## src/rtl/x_mux_trigger_multi.sv

```systemverilog
// N-channel mux-trigger delay-line core: repeated launch/capture trials on
// selected taps, reported as count, race or sweep results.
//
// state  | meaning
// IDLE   | wait for command toggle to differ from done toggle
// ARM    | launch held low for P_SETTLE cycles
// FIRE   | launch high; capture flops sample selected taps at the exit edge
// CAPT   | captured values settle in capture flops
// ACC    | accumulate hit counters, decrement remaining trials
// NEXT   | sweep only: stop on first missing tap or advance to next tap
// DONE   | publish result, return done toggle, clear busy
module x_mux_trigger_multi #(
  parameter int P_CHANNELS = 4,
  parameter int P_TAPS     = 64,
  parameter int P_SETTLE   = 4,
  parameter int P_SIM_PS   = 100,
  parameter int P_CLK_PS   = 10417
) (
  input  logic        i_clk,
  input  logic        i_rst_n,
  input  logic [31:0] i_data,
  output logic [31:0] o_data
);

  localparam int SW = (P_SETTLE > 1) ? $clog2(P_SETTLE) : 1;
  localparam logic [SW-1:0] SETTLE_LOAD = SW'(P_SETTLE - 1);
  localparam logic [6:0]    TAP_LAST    = 7'(P_TAPS - 1);

  typedef enum logic [2:0] {
    S_IDLE, S_ARM, S_FIRE, S_CAPT, S_ACC, S_NEXT, S_DONE
  } state_t;

  state_t        state_q, state_d;
  logic          tog_q, tog_d;
  logic [1:0]    mode_q, mode_d;
  logic [2:0]    cha_q, cha_d;
  logic [2:0]    chb_q, chb_d;
  logic [15:0]   tcnt_q, tcnt_d;
  logic          err_q, err_d;
  logic          zero_q, zero_d;
  logic          no_edge_q, no_edge_d;
  logic [SW-1:0] settle_q, settle_d;
  logic [15:0]   trials_q, trials_d;
  logic [6:0]    tap_q, tap_d;
  logic [15:0]   hit_a_q, hit_a_d;
  logic [15:0]   a_only_q, a_only_d;
  logic [11:0]   b_only_q, b_only_d;
  logic          launch_q, launch_d;
  logic          cap_a_q, cap_a_d;
  logic          cap_b_q, cap_b_d;
  logic [31:0]   data_q, data_d;

  logic [1023:0] taps_w;
  logic [9:0]    idx_a, idx_b;

  // Behavioural stand-in for the hand-placed delay cells: tap k of channel c
  // shows the launch level only if its accumulated delay beats one clock.
  for (genvar c = 0; c < P_CHANNELS; c++) begin : g_chan
    for (genvar k = 0; k < P_TAPS; k++) begin : g_tap
      assign taps_w[c*P_TAPS+k] = launch_q & ((k * P_SIM_PS * (c + 1)) < P_CLK_PS);
    end
  end
  if (P_CHANNELS * P_TAPS < 1024) begin : g_pad
    assign taps_w[1023:P_CHANNELS*P_TAPS] = '0;
  end

  assign idx_a  = 10'(cha_q) * 10'(P_TAPS) + 10'(tap_q);
  assign idx_b  = 10'(chb_q) * 10'(P_TAPS) + 10'(tap_q);
  assign o_data = data_q;

  function automatic logic cmd_err(input logic [31:0] c);
    return (c[30:29] == 2'd3) ||
           (32'(c[28:26]) >= P_CHANNELS) ||
           (32'(c[25:23]) >= P_CHANNELS) ||
           (32'(c[22:16]) >= P_TAPS);
  endfunction

  // Next-state, trial bookkeeping and result assembly.
  always_comb begin
    state_d   = state_q;
    tog_d     = tog_q;
    mode_d    = mode_q;
    cha_d     = cha_q;
    chb_d     = chb_q;
    tcnt_d    = tcnt_q;
    err_d     = err_q;
    zero_d    = zero_q;
    no_edge_d = no_edge_q;
    settle_d  = settle_q;
    trials_d  = trials_q;
    tap_d     = tap_q;
    hit_a_d   = hit_a_q;
    a_only_d  = a_only_q;
    b_only_d  = b_only_q;
    cap_a_d   = cap_a_q;
    cap_b_d   = cap_b_q;
    data_d    = data_q;

    case (state_q)
      S_IDLE: begin
        if (i_data[31] != data_q[31]) begin
          tog_d     = i_data[31];
          mode_d    = i_data[30:29];
          cha_d     = i_data[28:26];
          chb_d     = i_data[25:23];
          tap_d     = i_data[22:16];
          tcnt_d    = i_data[15:0];
          trials_d  = i_data[15:0];
          err_d     = cmd_err(i_data);
          zero_d    = (i_data[15:0] == 16'd0);
          no_edge_d = 1'b0;
          hit_a_d   = '0;
          a_only_d  = '0;
          b_only_d  = '0;
          data_d[30] = 1'b1;
          if (cmd_err(i_data) || (i_data[15:0] == 16'd0)) begin
            state_d = S_DONE;
          end else begin
            settle_d = SETTLE_LOAD;
            state_d  = S_ARM;
          end
        end
      end
      S_ARM: begin
        if (settle_q == '0) state_d = S_FIRE;
        else settle_d = settle_q - 1'b1;
      end
      S_FIRE: begin
        cap_a_d = taps_w[idx_a];
        cap_b_d = taps_w[idx_b];
        state_d = S_CAPT;
      end
      S_CAPT: state_d = S_ACC;
      S_ACC: begin
        if (cap_a_q) hit_a_d = hit_a_q + 16'd1;
        if (cap_a_q && !cap_b_q) a_only_d = a_only_q + 16'd1;
        if (cap_b_q && !cap_a_q && (b_only_q != 12'hFFF)) b_only_d = b_only_q + 12'd1;
        trials_d = trials_q - 16'd1;
        if (trials_q == 16'd1) begin
          state_d = (mode_q == 2'd2) ? S_NEXT : S_DONE;
        end else begin
          settle_d = SETTLE_LOAD;
          state_d  = S_ARM;
        end
      end
      S_NEXT: begin
        if (hit_a_q != tcnt_q) begin
          state_d = S_DONE;
        end else if (tap_q == TAP_LAST) begin
          no_edge_d = 1'b1;
          state_d   = S_DONE;
        end else begin
          tap_d    = tap_q + 7'd1;
          hit_a_d  = '0;
          trials_d = tcnt_q;
          settle_d = SETTLE_LOAD;
          state_d  = S_ARM;
        end
      end
      S_DONE: begin
        data_d        = '0;
        data_d[31]    = tog_q;
        data_d[29:28] = mode_q;
        if (err_q) begin
          data_d[24] = 1'b1;
        end else if (!zero_q) begin
          case (mode_q)
            2'd1: begin
              data_d[27:16] = b_only_q;
              data_d[15:0]  = a_only_q;
            end
            2'd2: begin
              data_d[23]    = no_edge_q;
              data_d[22:16] = tap_q;
              data_d[15:0]  = hit_a_q;
            end
            default: begin
              data_d[22:16] = tap_q;
              data_d[15:0]  = hit_a_q;
            end
          endcase
        end
        state_d = S_IDLE;
      end
      default: state_d = S_IDLE;
    endcase

    launch_d = (state_d == S_FIRE);
  end

  // State and datapath registers; reset abandons any trial in flight.
  always_ff @(posedge i_clk or negedge i_rst_n) begin
    if (!i_rst_n) begin
      state_q   <= S_IDLE;
      tog_q     <= 1'b0;
      mode_q    <= '0;
      cha_q     <= '0;
      chb_q     <= '0;
      tcnt_q    <= '0;
      err_q     <= 1'b0;
      zero_q    <= 1'b0;
      no_edge_q <= 1'b0;
      settle_q  <= '0;
      trials_q  <= '0;
      tap_q     <= '0;
      hit_a_q   <= '0;
      a_only_q  <= '0;
      b_only_q  <= '0;
      launch_q  <= 1'b0;
      cap_a_q   <= 1'b0;
      cap_b_q   <= 1'b0;
      data_q    <= '0;
    end else begin
      state_q   <= state_d;
      tog_q     <= tog_d;
      mode_q    <= mode_d;
      cha_q     <= cha_d;
      chb_q     <= chb_d;
      tcnt_q    <= tcnt_d;
      err_q     <= err_d;
      zero_q    <= zero_d;
      no_edge_q <= no_edge_d;
      settle_q  <= settle_d;
      trials_q  <= trials_d;
      tap_q     <= tap_d;
      hit_a_q   <= hit_a_d;
      a_only_q  <= a_only_d;
      b_only_q  <= b_only_d;
      launch_q  <= launch_d;
      cap_a_q   <= cap_a_d;
      cap_b_q   <= cap_b_d;
      data_q    <= data_d;
    end
  end

endmodule

```

## config.mk

```make
export PLATFORM = sky130hd
export DESIGN_NAME = x_mux_trigger_multi
export DESIGN_NICKNAME = d
export VERILOG_FILES = /design/src/rtl/x_mux_trigger_multi.sv
export SDC_FILE = /design/constraint.sdc
export NUM_CORES = 1
export LEC_CHECK = 0
export ABC_AREA = 1
export CAP_MARGIN = 30
export CELL_PAD_IN_SITES_DETAIL_PLACEMENT = 0
export CELL_PAD_IN_SITES_GLOBAL_PLACEMENT = 2
export CORE_UTILIZATION = 33
export CTS_BUF_LIST = sky130_fd_sc_hd__clkbuf_16
export CTS_CLUSTER_DIAMETER = 40
export DETAILED_ROUTE_END_ITERATION = 7
export PLACE_DENSITY = 0.87
export SETUP_SLACK_MARGIN = 0.2
export SYNTH_ARGS = -nofsm -noshare
export SYNTH_HDL_FRONTEND = slang
export SYNTH_SLANG_ARGS = --single-unit
```

## constraint.sdc

```tcl
create_clock -name i_clk -period 2.16 [get_ports i_clk]
set_input_delay 0.648 -clock i_clk [delete_from_list [all_inputs] [get_ports i_clk]]
set_output_delay 0.648 -clock i_clk [all_outputs]
set_load 0.01 [all_outputs]
```

==> results of run 1 <==
[cell type report]
cell class | count | share of cell area (%)
Clock buffer | 17 | 4.22
Timing Repair Buffer | 137 | 12.2
Tap cell | 319 | 3.96
Clock inverter | 15 | 1.64
Inverter | 124 | 4.67
Sequential cell | 135 | 33.6
Multi-Input combinational cell | 829 | 39.7
[power breakdown]
group | leakage (uW) | internal, uW | switching [uW] | total (uW)
sequential | 0.00177 | 3320 | 713 | 4040
combinational | 0.00282 | 2160 | 3500 | 5660
clock | 0.000285 | 1720 | 1230 | 2960
total | 0.00487 | 7210 | 5450 | 12700
[flip-flops by register name, summed over array words and instances (netlist names)]
| signal | cells |
|---|---|
| o_data | 32 |
| a_only_q | 16 |
| hit_a_q | 16 |
| tcnt_q | 16 |
| trials_q | 16 |
| b_only_q | 12 |
| tap_q | 7 |
| cha_q | 3 |
| chb_q | 3 |
| state_q | 3 |
| mode_q | 2 |
| settle_q | 2 |
| cap_a_q | 1 |
| cap_b_q | 1 |
| err_q | 1 |
| launch_q | 1 |
| no_edge_q | 1 |
| tog_q | 1 |
| zero_q | 1 |
[metal layers]
metal	share of wire [%]	up-vias
li1	-	3886
met1	48	3589
met2	46	162
met3	3.7	28
met4	1.7	0
met5	0	-
[worst max path at each step]
| stage | startpoint | to | slack (ps) |
|---|---|---|---|
| detailed placement | i_data[31] | b_only_q[10] | -220 |
| global route | tcnt_q[7] | tap_q[0] | 170 |
| CTS | o_data[21] | o_data[21] | 200 |
| floorplan | b_only_q[0] | b_only_q[8] | 480 |
| finish | tap_q[4] | trials_q[3] | 320 |
| global placement | i_data[31] | a_only_q[13] | -190 |
[per-stage QoR]
stage	cell area [um^2]	hold slack, ps
6_report	10100	141
5_1_grt	10100	162
4_1_cts	9940	142
3_5_place_dp	9390	469
3_3_place_gp	9390	459
2_1_floorplan	8000	352
[kinds of logic after synthesis]
kind of cell	share of synthesized area [%]
adders and majority gates	2.03
buffers and inverters	8.63
and+or+nand+nor	34.2
DFF	42.2
xor gates and xnor gates	2.41
muxes	0.125
AOI/OAI and AO/OA	10.4
[cell usage in the layout, fill, tap and decap left out, types with 5 or more instances in the layout]
master | Yosys | final
nand2_1 | 374 | 370
dfrtp_1 | 135 | 130
inv_1 | 115 | 114
nor2_1 | 101 | 97
o21ai_0 | 92 | 92
nand3_1 | 88 | 86
buf_4 | 6 | 65
nand4_1 | 36 | 36
clkdlybuf4s50_1 | 0 | 31
dlygate4sd2_1 | 0 | 30
xor2_1 | 21 | 21
a21oi_1 | 19 | 19
clkbuf_16 | 0 | 17
nor3_1 | 17 | 16
o21ai_1 | 12 | 12
ha_1 | 13 | 12
o22ai_1 | 10 | 9
inv_2 | 8 | 7
nor2_2 | 4 | 7
nand2_2 | 3 | 6
or2_2 | 5 | 5
o211ai_1 | 5 | 5
inv_6 | 0 | 5
dfrtp_2 | 0 | 5
buf_12 | 0 | 5
[worst max-delay path, cell delays in order (launching register included)]
cell and delay (ps):
dfrtp_1 430, nand2_1 120, inv_1 100, nand4_1 160
nor2_2 230, inv_1 60, nand3_1 120, nand2_4 100
nand2_1 140, buf_12 170, nand2_1 60, o21ai_1 70
[what timing repair did]
| item | CTS | global route |
|---|---|---|
| setup buffers | 0 | 6 |
| endpoints found under the setup margin | 53 | 62 |
| pin swaps | 0 | 4 |
| resized for setup | 31 | 28 |
==> impl_metrics.tcl, run 1 <==
set metrics [dict create \
    status "finished, final reports clean" \
    grt_pass1_wl_um 39700 \
    fp.dieW_um 158 \
    grt_max_degree 43 \
    place_ws_ps -220 \
    synth_area_um2 8000 \
    synth_edf_count 0 \
    crit_arrival_ps 2190 \
    worstReg2RegEnd "trials_q[3]" \
    nets 1291 \
    grt_pass1_vias 7588 \
    start_util_pct 33.9 \
    via_count 7665 \
    fin_skew_ps 9.15 \
    syn_to_final_growth_pct 25.9 \
    syn_inst 1133 \
    fmax_mhz 544 \
    via_per_inst 4.86 \
    die_area_um2 24900 \
    fin_crit_ps 1840 \
    dr.first_iter.drc_count 432 \
    clock-sinks 135 \
    synth_most_common_cell "nand2_1" \
    yosys_warnings 0 \
    grt_use_met2_pct 33.5 \
    diodes 0 \
    total_power_uw 12700 \
    cp_max_fo 21 \
    io_pins 66 \
    finalSetupViolations 0 \
    fin_util_pct 42.7 \
    dp.cells 1538 \
    reg2reg_setup_slack_ps 320 \
    end_kind "flop" \
    setup_ws_ps 322 \
    met3_usage_pct 3.28 \
    die_h_um 158 \
    cts_buffer_depth 2 \
    ant_nets 0 \
    async_reset_ff_share_pct 100 \
    wl_per_cell_um 15.2 \
    tightest_slew_ps 491 \
    r2r_cells 11 \
    finalNonFillerCells 1576 \
    rsz0062_at_grt "yes" \
    synth.avg_cell_area_um2 7.06 \
    finalCritPeriodShare_pct 85.1 \
    ys_top_cells_by_area "dfrtp_1 (42%), nand2_1 (18%), o21ai_0 (5.8%), nand3_1 (5.5%), inv_1 (5.4%)" \
    hold_violations 0 \
    multi_input_area_um2 4000 \
    cts_made_buffers 17 \
    peakVddDrop_uv 555 \
    holdBufCountCts 0 \
    htree_levels 4 \
    seq_area_um2 3380 \
    leakage_uw 0.00487 \
    rows 56 \
    fillers 2509 \
    maxSlewViolCount 0 \
    yosysSeqAreaShare_pct 42.2 \
    antenna_found_initial 0 \
    clkLatencyLatePin_ps 430 \
    p_per_area_nw_per_um2 1260 \
    cp-start-kind "flop" \
    firstDrtPassIters 6 \
    layout-drive-gt1-share_pct 12.1 \
    worstHoldPathType "in2async" \
    cts_tree "yes" \
    grtUsageTotal_pct 20.8 \
    fin_tns_setup_ps 0 \
    yosys.cell_types.count 42 \
    cts.clk_slew.worst_paths_ps 70 \
    required_ps 2510 \
    core_um2 23600 \
    yosysTopAreaCellShare_pct 42.2 \
    crit_type "reg2reg" \
    gp_congestion 0.857 \
    synth_commonest_cells "nand2_1 (374), dfrtp_1 (135), inv_1 (115), nor2_1 (101), o21ai_0 (92)" \
    globalRoute.busiestLayer "met2" \
    gr-total-overflow 0 \
    ys_ff_latch 135 \
    wl_um 24000 \
    grt_util_met1_pct 28.5 \
    synth_top_area_cell "dfrtp_1" \
    port_buffers 65 \
    clock-root-buffer "clkbuf_16" \
    syn_nets 1180 \
    regToRegStartpoint "tap_q[4]" \
    place_hpwl_um 18100 \
    synthFlopType "dfrtp_1" \
    slew_headroom_pct 67.2 \
    maxCapViolCount 0 \
    drc 0 \
]
No activity file was read; power rests on OpenSTA's default activity.
==> run 2, diff against run 1 <==
--- a/config.mk
+++ b/config.mk
@@ -9,11 +9,11 @@
 export CAP_MARGIN = 30
 export CELL_PAD_IN_SITES_DETAIL_PLACEMENT = 0
 export CELL_PAD_IN_SITES_GLOBAL_PLACEMENT = 2
-export CORE_UTILIZATION = 33
-export CTS_BUF_LIST = sky130_fd_sc_hd__clkbuf_16
+export CORE_UTILIZATION = 34
+export CTS_BUF_LIST = sky130_fd_sc_hd__clkbuf_4 sky130_fd_sc_hd__clkbuf_8
 export CTS_CLUSTER_DIAMETER = 40
 export DETAILED_ROUTE_END_ITERATION = 7
-export PLACE_DENSITY = 0.87
+export PLACE_DENSITY = 0.89
 export SETUP_SLACK_MARGIN = 0.2
 export SYNTH_ARGS = -nofsm -noshare
 export SYNTH_HDL_FRONTEND = slang
==> run 2 against run 1 <==
Final cell count decreased by 0.32%; maximum frequency shrank 2.5%; register-to-register slack barely moved; largest cell class unchanged; highest routed layer unchanged.
==> impl_metrics.tcl, run 2 (synthesis gave the netlist of run 1 again) <==
set metrics [dict create \
    status "finished, final reports clean" \
    cp-start-kind "primary input" \
    io_pins 66 \
    port_buffers 65 \
    fillers 2466 \
    nets 1292 \
    seq_area_um2 3390 \
    start_util_pct 35.0 \
    htree_levels 4 \
    multi_input_area_um2 3990 \
    diodes 0 \
    total_power_uw 12000 \
    maxSlewViolCount 0 \
    cp_max_fo 21 \
    cts_made_buffers 17 \
    die_area_um2 24200 \
    syn_to_final_growth_pct 23.9 \
    slew_headroom_pct 69.5 \
    crit_top_cell "nand2_1" \
    grt_pass1_vias 7514 \
    clkPwrFrac_pct 19.2 \
    tightest_slew_ps 457 \
    slowest_stage "clkdlybuf4s50_1" \
    peakVddDrop_uv 511 \
    hold_violations 0 \
    via_count 7735 \
    finalSetupViolations 0 \
    wl_um 24300 \
    holdBufCountCts 0 \
    cts_tree "yes" \
    fin_tns_setup_ps 0 \
    rsz0062_at_grt "yes" \
    clock-sinks 135 \
    internal-power_uw 6650 \
    maxCapViolCount 0 \
    end_kind "flop" \
    seqPwrFrac_pct 33.6 \
    antenna_found_initial 0 \
    ant_nets 0 \
    layout-drive-gt1-share_pct 12.2 \
    via_per_inst 4.92 \
    dp.cells 1536 \
    fmax_mhz 530 \
    gp_congestion 0.874 \
    fin_skew_ps 22.0 \
    crit_arrival_ps 2210 \
    clkLatencyLatePin_ps 460 \
    cts.clk_slew.worst_paths_ps 100 \
    whs_ps 22.7 \
    comb_power_share_pct 47.2 \
    fin_util_pct 43.4 \
    drc 0 \
    grt_max_degree 58 \
    clock-root-buffer "clkbuf_8" \
    crit_path_max_incr_delay_ps 490 \
    wl_per_cell_um 15.5 \
    crit_type "in2reg" \
    power_switching_uw 5370 \
    core_um2 22800 \
    dr.first_iter.drc_count 549 \
    required_ps 2490 \
    finalCritPeriodShare_pct 87.3 \
    place_hpwl_um 18100 \
    die_h_um 155 \
    fin_crit_ps 1890 \
    worstHoldPathType "in2async" \
    cp_cell_sequence "clkdlybuf4s50_1 > xor2_1 > buf_4 > nor2_1 > a21oi_1 > nand2_1 > buf_12 > nand2_1 > o21ai_1" \
    firstDrtPassIters 5 \
    rows 55 \
    grt_pass1_wl_um 39800 \
    p_sw_share_pct 44.7 \
    fp.dieW_um 155 \
    leakage_uw 0.00476 \
    grtUsageTotal_pct 21.1 \
    p_per_area_nw_per_um2 1210 \
    gr-total-overflow 0 \
    finalNonFillerCells 1571 \
    layout_common_cells "nand2_1 (372), dfrtp_1 (127), inv_1 (113)" \
    largest_reg_flops 32 \
    cts_buffer_depth 2 \
    final_common_cell "nand2_1" \
]
## run 2: final cells by class
type	count	share of cell area, %
repair buffers	138	12.6
inverters	124	4.75
multi-input cells	829	40.3
flip-flops and latches	135	34.2
clock buffers	19	2.57
well taps	313	3.95
clock inverters	13	1.72
## run 2: critical path, delay by kind of cell
family | cells | cell delay (ps)
xor+xnor | 1 | 150
simple gates | 3 | 280
compound gates | 2 | 300
buf+inv | 3 | 820
## run 2: worst paths after layout
| path | from | endpoint | slack [ps] | depth (start not counted) |
|---|---|---|---|---|
| worst max register to register | tap_q[4] | trials_q[0] | 330 | 11 |
| worst min-delay path | i_rst_n | a_only_q[5] | 20 | 1 |
| min in group i_clk | o_data[29] | o_data[29] | 480 | 2 |
| max in group asynchronous | i_rst_n | state_q[0] | 1530 | 2 |
| worst min register to register | o_data[29] | o_data[29] | 480 | 2 |
| worst max-delay path | i_data[31] | trials_q[0] | 270 | 9 |
## run 2: what timing repair did
action / CTS / global route
gates resized for setup: 34 / 26
pin swaps: 0 / 1
setup endpoints to repair: 40 / 70
buffers inserted: 0 / 3
## run 2: per-layer routing
layer / share of wire (%) / vias to the layer above / wire length [um] / track usage [%]
met1: 48 / 3660 / 11700 / 28.7
met5: 0 / - / 0 / 0
met4: 1.1 / 0 / 274 / 4.67
met3: 4.1 / 18 / 993 / 4.09
li1: - / 3890 / - / -
met2: 47 / 167 / 11400 / 34.7
## run 2: power by group through the flow
stage / Clock (uW) / Combinational [uW] / Sequential (uW)
after floorplan: 0 / 3500 / 3990
after global placement: 0 / 5660 / 4060
after detailed placement: 0 / 5730 / 4070
after CTS: 2350 / 5600 / 4020
after global routing: 2490 / 6400 / 4160
final: 2310 / 5680 / 4040
## run 2: per-stage QoR
step,instance area (um^2),setup slack (ps)
after floorplan,8000,477
after global placement,9410,-193
after detailed placement,9410,-211
after CTS,9800,215
after global routing,9910,151
final,9910,275
==> run 3, diff against run 2 <==
--- a/config.mk
+++ b/config.mk
@@ -12,7 +12,9 @@
 export CORE_UTILIZATION = 34
 export CTS_BUF_LIST = sky130_fd_sc_hd__clkbuf_4 sky130_fd_sc_hd__clkbuf_8
 export CTS_CLUSTER_DIAMETER = 40
+export CTS_CLUSTER_SIZE = 12
 export DETAILED_ROUTE_END_ITERATION = 7
+export MAX_ROUTING_LAYER = met4
 export PLACE_DENSITY = 0.89
 export SETUP_SLACK_MARGIN = 0.2
 export SYNTH_ARGS = -nofsm -noshare
==> run 3 against run 2 <==
Maximum frequency up 0.32%; final cell count unchanged; flip-flop and latch count unchanged; first-iteration DRC count up 11%; worst hold slack better by 5.3 ps; sequential share of layout area unchanged; critical path depth unchanged; via count up 0.28%; clock power about the same.
==> impl_metrics.tcl, run 3 (synthesis gave the netlist of run 1 again) <==
set metrics [dict create \
    crit_arrival_ps 2200 \
    wl_per_cell_um 15.5 \
    firstDrtPassIters 5 \
    fp.dieW_um 155 \
    crit_path_max_incr_delay_ps 490 \
    dp.cells 1536 \
    finalSetupViolations 0 \
    nets 1292 \
    worstHoldPathType "in2async" \
    gp_congestion 0.888 \
    die_h_um 155 \
    p_per_area_nw_per_um2 1210 \
    finalCritPeriodShare_pct 87.0 \
    clock-root-buffer "clkbuf_8" \
    layout-drive-gt1-share_pct 12.2 \
    die_area_um2 24200 \
    largest_reg_flops 32 \
    drc 0 \
    via_per_inst 4.94 \
    slowest_stage "clkdlybuf4s50_1" \
    end_kind "flop" \
    cts_buffer_depth 2 \
    clock-sinks 135 \
    placed_cell_area_um2 9410 \
    via_count 7757 \
    cp_cell_sequence "clkdlybuf4s50_1 > xor2_1 > buf_4 > nor2_1 > a21oi_1 > nand2_1 > buf_12 > nand2_1 > o21ai_1" \
    final_common_cell "nand2_1" \
    place_ws_ps -211 \
    crit_type "in2reg" \
    leakage_uw 0.00476 \
    peakVddDrop_uv 510 \
    fin_skew_ps 21.8 \
    htree_levels 4 \
    grtUsageTotal_pct 21.8 \
    slew_headroom_pct 70.4 \
    core_um2 22800 \
    status "finished, final reports clean" \
    layout_common_cells "nand2_1 (372), dfrtp_1 (127), inv_1 (113)" \
    grt_pass1_wl_um 39800 \
    clkLatencyLatePin_ps 460 \
    maxSlewViolCount 0 \
    cp-start-kind "primary input" \
    final_area_um2 9910 \
    setup_ws_ps 281 \
    r2r_cells 11 \
    rsz0062_at_grt "yes" \
    grt_max_degree 58 \
    wl_um 24300 \
    required_ps 2480 \
    fillers 2466 \
    port_buffers 65 \
    cts_made_buffers 17 \
    dr.first_iter.drc_count 608 \
    seq_area_um2 3390 \
    tightest_slew_ps 444 \
    finalNonFillerCells 1571 \
    hold_violations 0 \
    antenna_found_initial 0 \
    ant_nets 0 \
    fin_tns_setup_ps 0 \
    grt_pass1_vias 7499 \
    cp_max_fo 21 \
    diodes 0 \
    fmax_mhz 532 \
    place_hpwl_um 18100 \
    syn_to_final_growth_pct 23.9 \
    maxCapViolCount 0 \
    cts_tree "yes" \
    io_pins 66 \
    gr-total-overflow 0 \
    fin_util_pct 43.4 \
    fin_crit_ps 1880 \
    rows 55 \
    start_util_pct 35.0 \
    cts.clk_slew.worst_paths_ps 100 \
    multi_input_area_um2 3990 \
    crit_top_cell "nand2_1" \
]
## run 3: per-stage QoR
stage	total power (uW)	hold slack, ps
2_1_floorplan	7490	352
3_5_place_dp	9800	466
5_1_grt	13000	1.88
4_1_cts	12000	7.59
3_3_place_gp	9720	458
6_report	12000	27.9
## run 3: final cells by class
cell class	count	area share, %
Clock buffer	19	2.57
Multi-Input combinational cell	829	40.3
Timing Repair Buffer	138	12.6
Sequential cell	135	34.2
Tap cell	313	3.95
Clock inverter	13	1.72
Inverter	124	4.75
## run 3: routing by layer
layer	share of wire (%)	up-vias	track usage, %
met5	0	-	-
met4	1.4	0	4.67
met3	4.3	18	4.07
met2	47	161	34.7
met1	48	3682	28.7
li1	-	3896	-
## run 3: final timing paths
kind	startpoint	end	slack [ps]
setup / recovery	i_data[31]	trials_q[0]	280
hold / removal	i_rst_n	a_only_q[5]	30
setup reg to reg	tap_q[4]	trials_q[0]	340
hold reg to reg	o_data[29]	o_data[29]	480
max in group asynchronous	i_rst_n	state_q[0]	1530
min in group i_clk	o_data[29]	o_data[29]	480
## run 3: power breakdown
| part | internal (uW) | switching (uW) | leakage, uW |
|---|---|---|---|
| Clock | 1200 | 1110 | 0.000207 |
| Combinational | 2130 | 3540 | 0.00279 |
| Sequential | 3320 | 716 | 0.00177 |
## run 3: worst max-delay path, delay by kind of cell
kind                      cells  cell delay [ps]
xor gates and xnor gates      1              150
buffers and inverters         3              820
AOI/OAI and AO/OA             2              290
and+or+nand+nor               3              280
## run 3: what timing repair did
| item | 4_1_cts | 5_1_grt |
|---|---|---|
| buffers inserted | 0 | 3 |
| endpoints found under the setup margin | 40 | 70 |
| pin swaps | 0 | 1 |
| hold buffers | 0 | 0 |
| resized for setup | 34 | 26 |
